--- src/rtl/reg_bank_32x32.sv ---
// 32-entry register bank with one synchronous write port and two combinational read ports.
// Each read bit is selected from a 32-bit column vector, the input of a per-bit mux32 tree.
module reg_bank_32x32 #(
  parameter int WIDTH    = 32,
  parameter bit ZERO_REG = 1'b1,
  parameter bit BYPASS   = 1'b1
) (
  input  logic             clk_i,
  input  logic             rst_i,
  input  logic             we_i,
  input  logic [4:0]       wa_i,
  input  logic [WIDTH-1:0] wd_i,
  input  logic [4:0]       ra1_i,
  input  logic [4:0]       ra2_i,
  output logic [WIDTH-1:0] rd1_o,
  output logic [WIDTH-1:0] rd2_o,
  output logic             wr_done_o,
  output logic [7:0]       wr_cnt_o
);

  logic [WIDTH-1:0] regs_q [32];
  logic [WIDTH-1:0] regs_d [32];
  logic             wr_done_q, wr_done_d;
  logic [7:0]       wr_cnt_q, wr_cnt_d;

  logic             wr_discard;
  logic             wr_commit;

  assign wr_discard = ZERO_REG && (wa_i == 5'd0);
  assign wr_commit  = we_i && !wr_discard;

  always_comb begin
    for (int k = 0; k < 32; k++) begin
      regs_d[k] = regs_q[k];
    end
    if (wr_commit) begin
      regs_d[wa_i] = wd_i;
    end
    wr_done_d = we_i;
    wr_cnt_d  = wr_commit ? wr_cnt_q + 8'd1 : wr_cnt_q;
  end

  // Reset wins over a same-cycle write, which is simply dropped.
  always_ff @(posedge clk_i) begin
    if (rst_i) begin
      for (int k = 0; k < 32; k++) begin
        regs_q[k] <= '0;
      end
      wr_done_q <= 1'b0;
      wr_cnt_q  <= 8'd0;
    end else begin
      for (int k = 0; k < 32; k++) begin
        regs_q[k] <= regs_d[k];
      end
      wr_done_q <= wr_done_d;
      wr_cnt_q  <= wr_cnt_d;
    end
  end

  assign wr_done_o = wr_done_q;
  assign wr_cnt_o  = wr_cnt_q;

  // Column vectors: bit i of every register gathered into the mux32 data input for bit i.
  logic [31:0]      col1 [WIDTH];
  logic [31:0]      col2 [WIDTH];
  logic [WIDTH-1:0] mux1, mux2;

  always_comb begin
    for (int i = 0; i < WIDTH; i++) begin
      for (int k = 0; k < 32; k++) begin
        col1[i][k] = regs_q[k][i];
        col2[i][k] = regs_q[k][i];
      end
    end
  end

  always_comb begin
    mux1 = '0;
    mux2 = '0;
    for (int i = 0; i < WIDTH; i++) begin
      mux1[i] = col1[i][ra1_i];
      mux2[i] = col2[i][ra2_i];
    end
  end

  logic byp1, byp2;
  logic zero1, zero2;

  assign byp1  = BYPASS && !rst_i && wr_commit && (wa_i == ra1_i);
  assign byp2  = BYPASS && !rst_i && wr_commit && (wa_i == ra2_i);
  assign zero1 = ZERO_REG && (ra1_i == 5'd0);
  assign zero2 = ZERO_REG && (ra2_i == 5'd0);

  always_comb begin
    if (zero1)     rd1_o = '0;
    else if (byp1) rd1_o = wd_i;
    else           rd1_o = mux1;

    if (zero2)     rd2_o = '0;
    else if (byp2) rd2_o = wd_i;
    else           rd2_o = mux2;
  end

endmodule

--- config.mk ---
export PLATFORM = sky130hd
export DESIGN_NAME = reg_bank_32x32
export DESIGN_NICKNAME = d
export VERILOG_FILES = /design/src/rtl/reg_bank_32x32.sv
export SDC_FILE = /design/constraint.sdc
export NUM_CORES = 2
export LEC_CHECK = 0
export BUFFER_PORTS_ARGS = -buffer_cell sky130_fd_sc_hd__buf_2
export CAP_MARGIN = 40
export CORE_MARGIN = 2
export CORE_UTILIZATION = 60
export CTS_CLUSTER_SIZE = 30
export DETAILED_ROUTE_END_ITERATION = 16
export PLACE_DENSITY_LB_ADDON = 0.15
export REMOVE_ABC_BUFFERS = 1
export SYNTH_ARGS = -nofsm -noshare
export SYNTH_HDL_FRONTEND = slang
export SYNTH_SLANG_ARGS = --single-unit
--- constraint.sdc ---
create_clock -name clk_i -period 2.2 [get_ports clk_i]
set_input_delay 0.33 -clock clk_i [delete_from_list [all_inputs] [get_ports clk_i]]
set_output_delay 0.33 -clock clk_i [all_outputs]
set_load 0.01 [all_outputs]
==> impl_results.md <==
- CTS tree: done
- Final Cycle Share: 1.33
- Number of synthesized register bits: 1033
- Setup TNS: -34.75 ns
- Port bufs: 122
- Layout Cells excl Fill: 7997
- Clk sinks: 1033
- Fraction of layout cells with a size suffix above 1: 0.249
- Outcome: finished, violations left
- Final Core Density: 0.741
- CTS buffer count: 107
- Critical Path Source Type: flop
- Global-route wire length before repair: 329 mm
- Top_reg_cell synth: dfxtp_1
- Vias: 54.2k
- RePlAce Congestion: 0.997
- Top-area cell type share of the netlist area: 0.384
- Slew headroom: 0.225
- Post-synth EDFFs: 0
- Average size of a mapped cell: 8.28 sq um
- Peak supply drop: 0.879 mV
- Post-Syn Area: 53800 sq um
- Ranking of synthesized cells by area: dfxtp_1 (38%), nand2_1 (14%), mux2i_1 (11%)
- Power Dens Cells: 657 nW/um^2
- Bufs on Longest Clock Path: 3
- Setup ws final: -0.719 ns
- Final ANT Viol Nets: 0
- Post-Synthesis Cells: 6499
- Clk_lat worst skew: 0.72 ns
- Worst Path Required: 1.87 ns
- WL final: 224 mm
- Critical path class: flop to primary output
- Core footprint: 88600 sq um
- Synth Warn #: 0
- DRC errors left: 0
- Max Clk Rate: 343 MHz
- Final #Nets: 6802
- Area growth syn-to-layout: 22.1%
- CP max-delay cell: mux4_2
- Area leader, netlist: dfxtp_1
- Max FO, Critical Path: 2
- Largest net degree at the start of global routing: 235
- Max Cap Viol: 0
- Die area: 92100 sq um
- Fin. max-slew vios: 0
- Clock-pin slew on the worst setup and hold paths: 0.06 ns
- Cell Chain, Critical Path: mux4_2, mux2_4, o211ai_1, and4_1, buf_6, a21oi_4, buf_2
- Via density: 6.77
- RSZ-0062 raised after global routing: yes
- Placed cell count: 7755
- Final hold vios: 0
- Post-synthesis sequential area ratio: 0.384
- Skew final: 0.00927 ns
- CP peak stage delay: 0.45 ns
- 1st-pass router iterations: 9
- Top delay family on crit path: multiplexers
- DIE WIDTH: 303 microns
- H-Tree Depth: 3
- Initial Util: 0.607
- Std-Cell Rows: 109
- Crit end category: primary output
- Static leakage: 0.0238 uW
- Root buf cell: clkbuf_16
- Worst-margin pin slew: 1.16 ns
- Initial antenna violation count: 7
- Min-Delay Path Class: primary input to flop
- Gr ovfl total: 0
- Minimum clock period: 2.92 ns
- Vias in the first global route: 52.6k
- Worst Path Arrival: 2.59 ns
- Synth async-reset ratio: 0
- Dpl ws: -0.931 ns
- Smallest hold slack: 0.00687 ns
- Failing checks: negative setup slack
- CP bufs+invs: 2
- Layout filler cell count: 6457
- Routed WL per cell: 28.0 microns
- Tot GR Track Use: 0.477
- Die Span Y: 303 microns
- Initial DRC Count: 8092
- Unique masters post-synth: 46
- Io pins: 123
- DP Wirelength: 143 mm
- Final setup violation count: 64
[cells in the final DEF, fill, tap and decap left out, types with 10 or more instances in the layout]
master,instances
buf_12,156
buf_6,35
o211ai_1,52
mux2i_1,576
mux2_2,27
clkinv_2,21
clkbuf_16,110
bufinv_16,10
and3_1,14
nor3_2,15
a21oi_1,992
clkbuf_8,22
dfxtp_2,194
nand3_1,63
o21ai_0,11
mux2i_4,24
xor2_1,11
clkbuf_1,15
nor3_1,24
nor3_4,19
mux4_2,245
a221oi_1,11
dfxtp_1,839
buf_2,103
nand2_2,29
nor2_4,53
a22oi_1,241
mux2i_2,11
nor2_1,92
a31oi_1,41
buf_4,503
nor2_2,18
nand2_1,2047
nor2b_1,41
and3_4,15
[cell type report]
cell class,instances,area [sq um],area share
antenna,4,10.0,0.000152
timing repair buffer,820,8250,0.126
sequential,1033,20900,0.318
tap,1165,1460,0.0222
clock inverter,40,507,0.00771
clock buffer,146,3090,0.0470
multi-input combinational,4789,31500,0.479
[sequential cells by signal, indices dropped and copies added (netlist names)]
register and cells:
regs_q 1024, wr_done_o 1, wr_cnt_o 8
[routing by layer]
layer  vias to the layer above  part of all wire  global-route usage
met2                      4395              0.41               0.687
met1                     25400              0.33               0.580
met3                      1393              0.15               0.147
met5                         -           0.00023            0.000518
li1                      23000                 -                   -
met4                        10              0.11               0.415
[stage by stage]
| stage | total power [uW] | instance area (sq um) |
|---|---|---|
| 6_report | 43200 | 65700 |
| 5_1_grt | 44000 | 65700 |
| 4_1_cts | 42700 | 65200 |
| 3_5_place_dp | 24100 | 59900 |
| 3_3_place_gp | 24000 | 59900 |
| 2_1_floorplan | 20800 | 50700 |
[where the power goes]
| part | leakage, uW | internal (uW) | total [uW] | switching, uW |
|---|---|---|---|---|
| registers | 0.00843 | 18800 | 18900 | 105 |
| clock network | 0.00177 | 10900 | 19000 | 8040 |
| logic | 0.0136 | 1990 | 5250 | 3260 |
[tightest hold or removal path, stage by stage]
cell,delay (ns)
buf_2,0.21
nand2_1,0.10
a21oi_1,0.05
[path summary, 6_finish.rpt]
kind	endpoint	slack (ns)	from	depth (start not counted)
worst max-delay path	rd1_o[4]	-0.72	regs_q[0][132]	7
worst min-delay path	regs_q[0][1021]	0.007	wd_i[29]	3
worst max register to register	wr_cnt_o[7]	1.08	wr_cnt_o[2]	4
worst min register to register	regs_q[0][890]	0.46	regs_q[0][890]	2
[synth_stat cells, types with 29 or more instances]
| cell | number |
|---|---|
| nand2_1 | 2075 |
| dfxtp_1 | 1033 |
| a21oi_1 | 994 |
| mux2i_1 | 611 |
| clkbuf_1 | 391 |
| a22oi_1 | 248 |
| mux4_2 | 245 |
| buf_2 | 184 |
| nor2_1 | 142 |
| buf_4 | 72 |
| nand3_1 | 68 |
| o211ai_1 | 52 |
| a31oi_1 | 50 |
| nor2b_1 | 48 |
| nor3_1 | 38 |
| and3_1 | 30 |
| mux2_2 | 29 |
[what timing repair did]
action                                 CTS  global route
setup endpoints to repair               64            64
setup buffers                           52            23
gates resized for setup                361           156
pin swaps                              137           109
cloned                                   3             1
endpoints found under the hold margin   12             0
hold buffers                             4             0
[logic make-up after synthesis]
kind of cell | Yosys count | share of synthesized area
muxes | 885 | 0.222
buffers and inverters | 677 | 0.0579
adders and majority gates | 1 | 0.000232
and+or+nand+nor | 2480 | 0.185
DFF | 1033 | 0.384
AOI/OAI and AO/OA | 1406 | 0.148
xor gates and xnor gates | 17 | 0.00277
(Power assumes the default switching activity.)
